[src/rtl/kp_pkg.sv]
// Shared types and constants for the keypad emulator: FSM states, key field
// widths and the LFSR feedback mask.
package kp_pkg;

    localparam int KEY_W = 4;
    localparam int ROW_W = 2;
    localparam int COL_W = 2;

    // Taps 16,14,13,11 in right-shift form: feedback = q[0]^q[2]^q[3]^q[5]
    localparam logic [15:0] LFSR_TAPS = 16'h002D;

    typedef enum logic [2:0] {
        ST_IDLE,
        ST_PRESS_BOUNCE,
        ST_HOLD,
        ST_RELEASE_BOUNCE,
        ST_GAP
    } kp_state_e;

endpackage

[src/rtl/lfsr16.sv]
// 16-bit Fibonacci LFSR, shifting right, new bit enters at the MSB.
// Holds its value when en is low; reset loads the seed.
module lfsr16
    import kp_pkg::*;
(
    input  logic        clk,
    input  logic        n_reset,
    input  logic        en,
    input  logic [15:0] seed,
    output logic [15:0] q
);

    always_ff @(posedge clk or negedge n_reset) begin
        if (!n_reset) begin
            q <= seed;
        end else if (en) begin
            q <= {^(q & LFSR_TAPS), q[15:1]};
        end
    end

endmodule

[src/rtl/keypad_emulator.sv]
// Emulates one key of a row/column scanned keypad: press chatter, stable hold,
// release chatter and a quiet gap, driving active-low rows through a switch.
module keypad_emulator
    import kp_pkg::*;
#(
    parameter int          BOUNCE_LEN  = 200,
    parameter int          BOUNCE_STEP = 8,
    parameter int          GAP_LEN     = 100,
    parameter logic [15:0] LFSR_SEED   = 16'hACE1
) (
    input  logic             clk,
    input  logic             n_reset,
    input  logic [3:0]       columnas,
    output logic [3:0]       filas_raw,
    input  logic             req_valid,
    input  logic [KEY_W-1:0] req_key,
    input  logic [15:0]      req_hold,
    output logic             req_ready,
    output logic             busy,
    output logic             done
);

    localparam int BL_W   = $clog2(BOUNCE_LEN + 1);
    localparam int GL_W   = $clog2(GAP_LEN + 1);
    localparam int MX_W   = (BL_W > GL_W) ? BL_W : GL_W;
    localparam int CNT_W  = (MX_W > 16) ? MX_W : 16;
    localparam int STEP_W = (BOUNCE_STEP > 1) ? $clog2(BOUNCE_STEP) : 1;

    kp_state_e          state, state_nx;
    logic [CNT_W-1:0]   cnt, cnt_nx, phase_len;
    logic [STEP_W-1:0]  step, step_nx;
    logic [ROW_W-1:0]   row_q;
    logic [COL_W-1:0]   col_q;
    logic [15:0]        hold_q;
    logic               armed;
    logic               phase_last;
    logic               bounce;
    logic               lfsr_en;
    logic [15:0]        lfsr_q;
    logic               contact;
    logic               unused_lfsr;

    assign unused_lfsr = ^lfsr_q[15:1];

    assign bounce     = (state == ST_PRESS_BOUNCE) || (state == ST_RELEASE_BOUNCE);
    assign lfsr_en    = bounce && (step == STEP_W'(BOUNCE_STEP - 1));
    assign phase_last = (cnt == phase_len - CNT_W'(1));
    assign req_ready  = armed && (state == ST_IDLE);
    assign busy       = (state != ST_IDLE);
    assign done       = (state == ST_GAP) && phase_last;

    lfsr16 u_lfsr (
        .clk     (clk),
        .n_reset (n_reset),
        .en      (lfsr_en),
        .seed    (LFSR_SEED),
        .q       (lfsr_q)
    );

    always_comb begin
        phase_len = CNT_W'(1);
        case (state)
            ST_PRESS_BOUNCE,
            ST_RELEASE_BOUNCE: phase_len = CNT_W'(BOUNCE_LEN);
            ST_HOLD:           phase_len = CNT_W'(hold_q);
            ST_GAP:            phase_len = CNT_W'(GAP_LEN);
            default:           phase_len = CNT_W'(1);
        endcase
    end

    always_comb begin
        state_nx = state;
        cnt_nx   = cnt;
        step_nx  = step;
        if (state == ST_IDLE) begin
            cnt_nx  = '0;
            step_nx = '0;
            if (req_valid && req_ready) state_nx = ST_PRESS_BOUNCE;
        end else if (phase_last) begin
            cnt_nx  = '0;
            step_nx = '0;
            case (state)
                ST_PRESS_BOUNCE:   state_nx = ST_HOLD;
                ST_HOLD:           state_nx = ST_RELEASE_BOUNCE;
                ST_RELEASE_BOUNCE: state_nx = ST_GAP;
                default:           state_nx = ST_IDLE;
            endcase
        end else begin
            cnt_nx  = cnt + CNT_W'(1);
            step_nx = (step == STEP_W'(BOUNCE_STEP - 1)) ? '0 : step + STEP_W'(1);
        end
    end

    always_ff @(posedge clk or negedge n_reset) begin
        if (!n_reset) begin
            state  <= ST_IDLE;
            cnt    <= '0;
            step   <= '0;
            row_q  <= '0;
            col_q  <= '0;
            hold_q <= '0;
            armed  <= 1'b0;
        end else begin
            state <= state_nx;
            cnt   <= cnt_nx;
            step  <= step_nx;
            armed <= 1'b1;
            if (req_valid && req_ready) begin
                row_q  <= req_key[3:2];
                col_q  <= req_key[1:0];
                hold_q <= (req_hold == 16'd0) ? 16'd1 : req_hold;
            end
        end
    end

    // Contact follows state directly so an async reset opens it at once.
    always_comb begin
        contact = 1'b0;
        case (state)
            ST_HOLD:           contact = 1'b1;
            ST_PRESS_BOUNCE:   contact = phase_last ? 1'b1 : lfsr_q[0];
            ST_RELEASE_BOUNCE: contact = phase_last ? 1'b0 : lfsr_q[0];
            default:           contact = 1'b0;
        endcase
    end

    always_comb begin
        filas_raw = '1;
        if (contact && !columnas[col_q]) filas_raw[row_q] = 1'b0;
    end

endmodule

[config.mk]
export PLATFORM = sky130hd
export DESIGN_NAME = keypad_emulator
export DESIGN_NICKNAME = d
export VERILOG_FILES = /design/src/rtl/kp_pkg.sv /design/src/rtl/lfsr16.sv /design/src/rtl/keypad_emulator.sv
export SDC_FILE = /design/constraint.sdc
export NUM_CORES = 1
export LEC_CHECK = 0
export ABC_AREA = 1
export CORE_ASPECT_RATIO = 0.9
export CORE_UTILIZATION = 50
export DETAILED_ROUTE_END_ITERATION = 7
export GPL_TIMING_DRIVEN = 0
export HOLD_SLACK_MARGIN = 0.08
export PLACE_DENSITY = 0.71
export SYNTH_ARGS = -nofsm -noshare
export SYNTH_HDL_FRONTEND = slang
export SYNTH_SLANG_ARGS = --single-unit
[constraint.sdc]
create_clock -name clk -period 5.5 [get_ports clk]
set_input_delay 0.55 -clock clk [delete_from_list [all_inputs] [get_ports clk]]
set_output_delay 0.55 -clock clk [all_outputs]
set_load 0.005 [all_outputs]
### After elaboration in Yosys (flattened, before gate mapping)

Index checks and enable logic that the tools add are counted.

| storage, ports and cells | value |
|---|---|
| input bits | 27 |
| flip-flop bits (word level) | 59 |
| logic and storage cells | 56 |

| operators by class | value |
|---|---|
| mux-type cells | 19 |
| bitwise operators | 1 |
| reduce and logical (&&, ||, !) cells | 15 |
| add/sub/neg operators | 3 |
| order comparisons | 3 |
| equality and inequality tests | 7 |

Operators with widths:

| operator | count |
|---|---|
| $mux 16 | 3 |
| $pmux 16 s3 | 1 |
| $mux 3 | 6 |
| $add 16x1->16 const B | 1 |
| $eq 16x16->1 | 1 |
| $logic_not 16->1 | 1 |
| $reduce_xor 16->1 | 1 |
| $sub 16x1->16 const B | 1 |
| $pmux 3 s3 | 1 |
| $eq 3x2->1 const B | 2 |
| $eq 3x3->1 const B | 2 |
| $logic_and 1x1->1 | 6 |
| $lt 2x3->1 const B | 2 |
| $mux 1 | 4 |
| $mux 4 | 1 |
| $not 4->4 | 1 |
| $add 3x1->3 const B | 1 |
| $eq 3x1->1 const B | 1 |
| $logic_not 3->1 | 1 |
| $pmux 1 s3 | 1 |
| $reduce_bool 3->1 | 1 |
| $bmux 1 s2 | 1 |
| $demux 1 s2 | 1 |
| $ge 2x1->1 const B | 1 |
| 6 further kinds | 6 |

### Logic depth before layout (Yosys ltp)

| logic depth | value |
|---|---|
| depth in word-level cells | 9 |
| mapped depth | 21 |
| depth with buffers taken out | 21 |

### Worst setup path after synthesis

No wires, ideal clock.

| path | value |
|---|---|
| path kind | register to output |
| from | register state[0] |
| to | output filas_raw[0] |
| data required time | 4.950 ns |
| buffers on the path | 0 |
| slack | 2.590 ns |
| cell stages (with the launch flop) | 21 |
| arrival time | 2.360 ns |
| cell sequence | dfrtp_1 inv_2 nand2_1 nand2_1 nand2_1 nand2_1 inv_1 ha_1 nand2_1 nor2_1 nand2_1 nor2_2 nand3_1 nand2_1 nand2_1 inv_1 nand2_1 nor2_2 nand3_1 nand3_1 nand3_1 |

| on the way | value |
|---|---|
| longest elaborated chain between the ends | 9 |

RTL lines:

| item | RTL line | RTL |
|---|---|---|
| start, declared | keypad_emulator.sv:29 | `kp_state_e state, state_nx;` |
| start signal, assigned | keypad_emulator.sv:104 | `state <= state_nx;` |
| $eq 3x1->1 or $eq 3x2->1 (tied branches) | keypad_emulator.sv:62, keypad_emulator.sv:119 |  |
| $reduce_or 2->1 | keypad_emulator.sv:62 | `case (state)` |
| $pmux 16 s3 | keypad_emulator.sv:62 |  |
| $sub 16x1->16 | keypad_emulator.sv:47 | `assign phase_last = (cnt == phase_len - CNT_W'(1));` |
| $eq 16x16->1 | keypad_emulator.sv:47 |  |
| $mux 1, on equally long branches | keypad_emulator.sv:122, keypad_emulator.sv:121 |  |
| $pmux 1 s3 (*) | keypad_emulator.sv:119 | `case (state)` |
| $logic_and 1x1->1 (*) | keypad_emulator.sv:129 | `if (contact && !columnas[col_q]) filas_raw[row_q] = 1'b0;` |
| $mux 4 (*) | keypad_emulator.sv:129 |  |
| end, declared | keypad_emulator.sv:14 | `output logic [3:0] filas_raw,` |

Every way passes the cells marked *; elsewhere a longest branch is shown, timed or not.

### Worst setup path in the final report

Ends and elaborated chain as after synthesis.

==> out/summary.md <==
## Cells and area
- fill cell total of the finished layout: 642
- Antenna diodes: 0
- share of layout cells above drive strength 1: 12.38%
- synthesis-to-layout area growth: 18.29%
- Final #Nets: 567
- most frequent standard cell in the layout excluding fill and tap cells: nand2_1
- leading cell types in the layout, fill and taps excluded: nand2_1, nor2_1, nand3_1, inv_1, dfrtp_1
- Layout Cell Area excl Fill: 0.004313 mm²

## Drt
- Final Routed Wirelength: 8.445 mm
- post-detailed-route DRC marker count: 0
- via count: 3258
- Routed WL per cell: 13.32 µm
- first-pass iteration count of the detailed router: 5
- ratio of routed vias to standard cells: 5.139
- number of DRC markers after the initial detailed-route iteration: 190
- antenna-violating nets left: 0

## Setup path
- type of element launching the critical path: flop
- maximum net fanout on the critical path: 7
- path depth of the worst reg2reg path: 21
- required time at the endpoint of the critical path: 4.95 ns
- reg2reg end: cnt[8]
- Setup CP Type: flop to output pin
- reg-to-reg critical path startpoint: state[0]
- Worst setup EP type: output pin
- Worst setup startpoint: state[0]
- worst-case register-to-register setup slack: 2.24 ns
- critical path data arrival time: 3.90 ns

## Global route
- via count of the first global-routing pass: 3109
- largest net degree at the start of global routing: 33
- initial antenna violation count: 0
- all-layer global routing usage: 24.14%
- first-pass GRT wire length: 14.55 mm
- global route overflow: 0

## Clocking
- number of buffers added by the clock tree synthesis step: 9
- clock tree from TritonCTS: yes
- clock transition at the register clock pins on the worst setup and hold paths after CTS: 0.07 ns
- number of buffers on the longest clock path: 2
- CTS HTree Levels: 3
- clock network latency to the later pin of the worst-skew pair: 0.33 ns
- Clock Sink Count: 59
- number of gates given a new drive strength after cts: 0
- buffer count from post-CTS setup fixing: 0
- CTS hold repair buffers: 0
- master cell of the clock root buffer: clkbuf_8

## Die
- row cnt: 29
- die boundary width: 92.01 µm
- number of top-level pins: 34
- initial core utilization: 51.80%
- area of the core: 0.007039 mm²
- overall die area: 0.007638 mm²
- chip height: 83.01 µm

## Placed design
- Final GP Congestion: 0.9152
- number of port buffers: 33
- total cell area at the placement stage: 0.004108 mm²
- Detail Placement HPWL: 6.574 mm

## Timing
- count of endpoints failing setup in the final report: 0
- highest clock rate: 224.6 MHz
- slew at the pin with the worst max-slew slack: 0.6276 ns
- share of the clock period used by the worst path: 80.95%
- count of final hold-check violations: 0
- unrepaired setup endpoints after global routing: false
- worst-case clock skew: 0.005811 ns
- fin. max-slew vios: 0
- accumulated negative setup slack: 0 ns
- relative slew slack: 58.16%
- Min Clock Period, post-route: 4.452 ns

## Power
- register share of total power: 27.0%
- cell-internal power: 1.296 mW
- Worst IR Drop VDD: 271.3 µV
- portion of total power attributed to combinational logic: 56.3%
- fraction of power spent switching nets: 46.91%
- static leakage: 2.050 nW
- clock share of power: 16.7%
- sum of internal, switching and leakage power: 2.441 mW
- switching power: 1.145 mW
- power density cells: 565.9 mW/mm²

## Logic synthesis
- Post-synth EDFFs: 0
- synthesized instance count: 491
- average footprint of a synthesized cell: 7.426 µm²
- post-synthesis register bit count: 59
- share of async-settable or async-resettable flops after synthesis: 100.0%
- Most used DFF post-synth: dfrtp_1
- Post-Syn Area: 0.003646 mm²
- net count after synthesis: 522
- Yosys top cell by area: dfrtp_1
- portion of the post-synthesis area used by sequential elements: 40.77%
- cell types occupying the most area after synthesis: dfrtp_1, nand2_1, nand3_1
- unique cell type count in the Yosys netlist: 34
- top cell type's share of synthesized area: 35.00%
- number of synthesis warnings: 0

## Run status
- outcome: finished, final reports clean

## Hold path
- class of the tightest hold or removal check: input port to asynchronous set/reset pin

## Job
- max capacitance violation total: 0

==> synthesized netlist by cell type (2+ instances only) <==
| master | number |
|---|---|
| dfstp_2 | 8 |
| nor3_1 | 5 |
| nor4_1 | 6 |
| mux2_2 | 15 |
| dfrtp_1 | 51 |
| xor2_1 | 12 |
| nand3_1 | 58 |
| nand3b_1 | 3 |
| nand3_2 | 2 |
| xnor2_1 | 7 |
| nor2_2 | 13 |
| nand4_1 | 4 |
| inv_2 | 2 |
| clkbuf_1 | 7 |
| o21ai_1 | 2 |
| nor3b_1 | 3 |
| nor2_1 | 61 |
| nand2_1 | 120 |
| a21oi_1 | 19 |
| inv_1 | 56 |
| nand2_4 | 2 |
| nor3_2 | 2 |
| o21ai_0 | 17 |
| nand2_2 | 3 |
| ha_1 | 4 |
==> critical path, stage by stage, from the launching register on <==
cell	delay, ns
dfrtp_1	0.48
inv_2	0.10
nand2_1	0.10
nand2_1	0.10
nand2_1	0.22
nand2_1	0.16
inv_1	0.16
ha_1	0.29
nand2_1	0.09
nor2_1	0.14
nand2_1	0.14
nor2_2	0.15
nand3_1	0.08
nand2_1	0.11
nand2_1	0.06
nor2_1	0.12
nand3_1	0.18
nand2_1	0.11
nand3_1	0.15
nand3_1	0.14
clkdlybuf4s50_1	0.50
==> power by group through the flow <==
stage | sequential [mW] | combinational (mW) | clock [mW]
floorplan | 0.636 | 1.05 | 0
global placement | 0.659 | 1.33 | 0
detailed placement | 0.665 | 1.36 | 0
CTS | 0.657 | 1.36 | 0.415
global route | 0.676 | 1.54 | 0.431
finish | 0.658 | 1.37 | 0.408
==> worst max path at each step <==
stage	end	slack (ns)	cells after the start
finish	filas_raw[0]	1.05	20
CTS	filas_raw[0]	1.13	20
global route	filas_raw[0]	0.76	20
global placement	filas_raw[0]	1.54	20
detailed placement	filas_raw[0]	1.51	20
floorplan	filas_raw[0]	2.59	20
==> per-stage QoR <==
step / cells / setup slack (ns) / hold slack [ns] / utilization, %
after floorplan: 491 / 2.590 / 0.2544 / -
after global placement: 617 / 1.539 / 0.4321 / 58.14
after detailed placement: 618 / 1.505 / 0.4307 / 58.35
after CTS: 634 / 1.132 / 0.2451 / 61.27
after global routing: 634 / 0.7624 / 0.2761 / 61.27
final: 634 / 1.048 / 0.2253 / 61.27
==> layer usage <==
layer  up-vias  global-route usage (%)  part of all wire (%)
met3         9                   4.212                   4.0
met4         0                   6.960                  0.99
met2        69                   36.91                    46
met1      1508                   35.13                    49
li1       1672                       -                     -
met5         -                       0                     0
==> cell type report <==
cell class	count	area, µm²	area share, %
buffer	9	48.80	1.131
clock buffer	12	155.1	3.597
clock inverter	4	50.05	1.160
inverter	58	217.7	5.048
multi-input combinational	365	1893	43.89
sequential	59	1486	34.46
tap	93	116.4	2.698
timing repair buffer	34	345.3	8.007
==> sequential cells by signal, indices dropped and copies added (netlist names) <==
| name | count |
|---|---|
| state | 3 |
| u_lfsr.q | 16 |
| armed | 1 |
| hold_q | 16 |
| row_q | 2 |
| col_q | 2 |
| step | 3 |
| cnt | 16 |
==> logic make-up after synthesis <==
kind of cell	share of synthesized area (%)
simple gates	35.18
buf+inv	7.310
other cells	0.1029
flops	40.77
compound gates	6.074
fa+ha+maj	1.373
xor+xnor	4.564
mux	4.633
(Power assumes the default switching activity.)
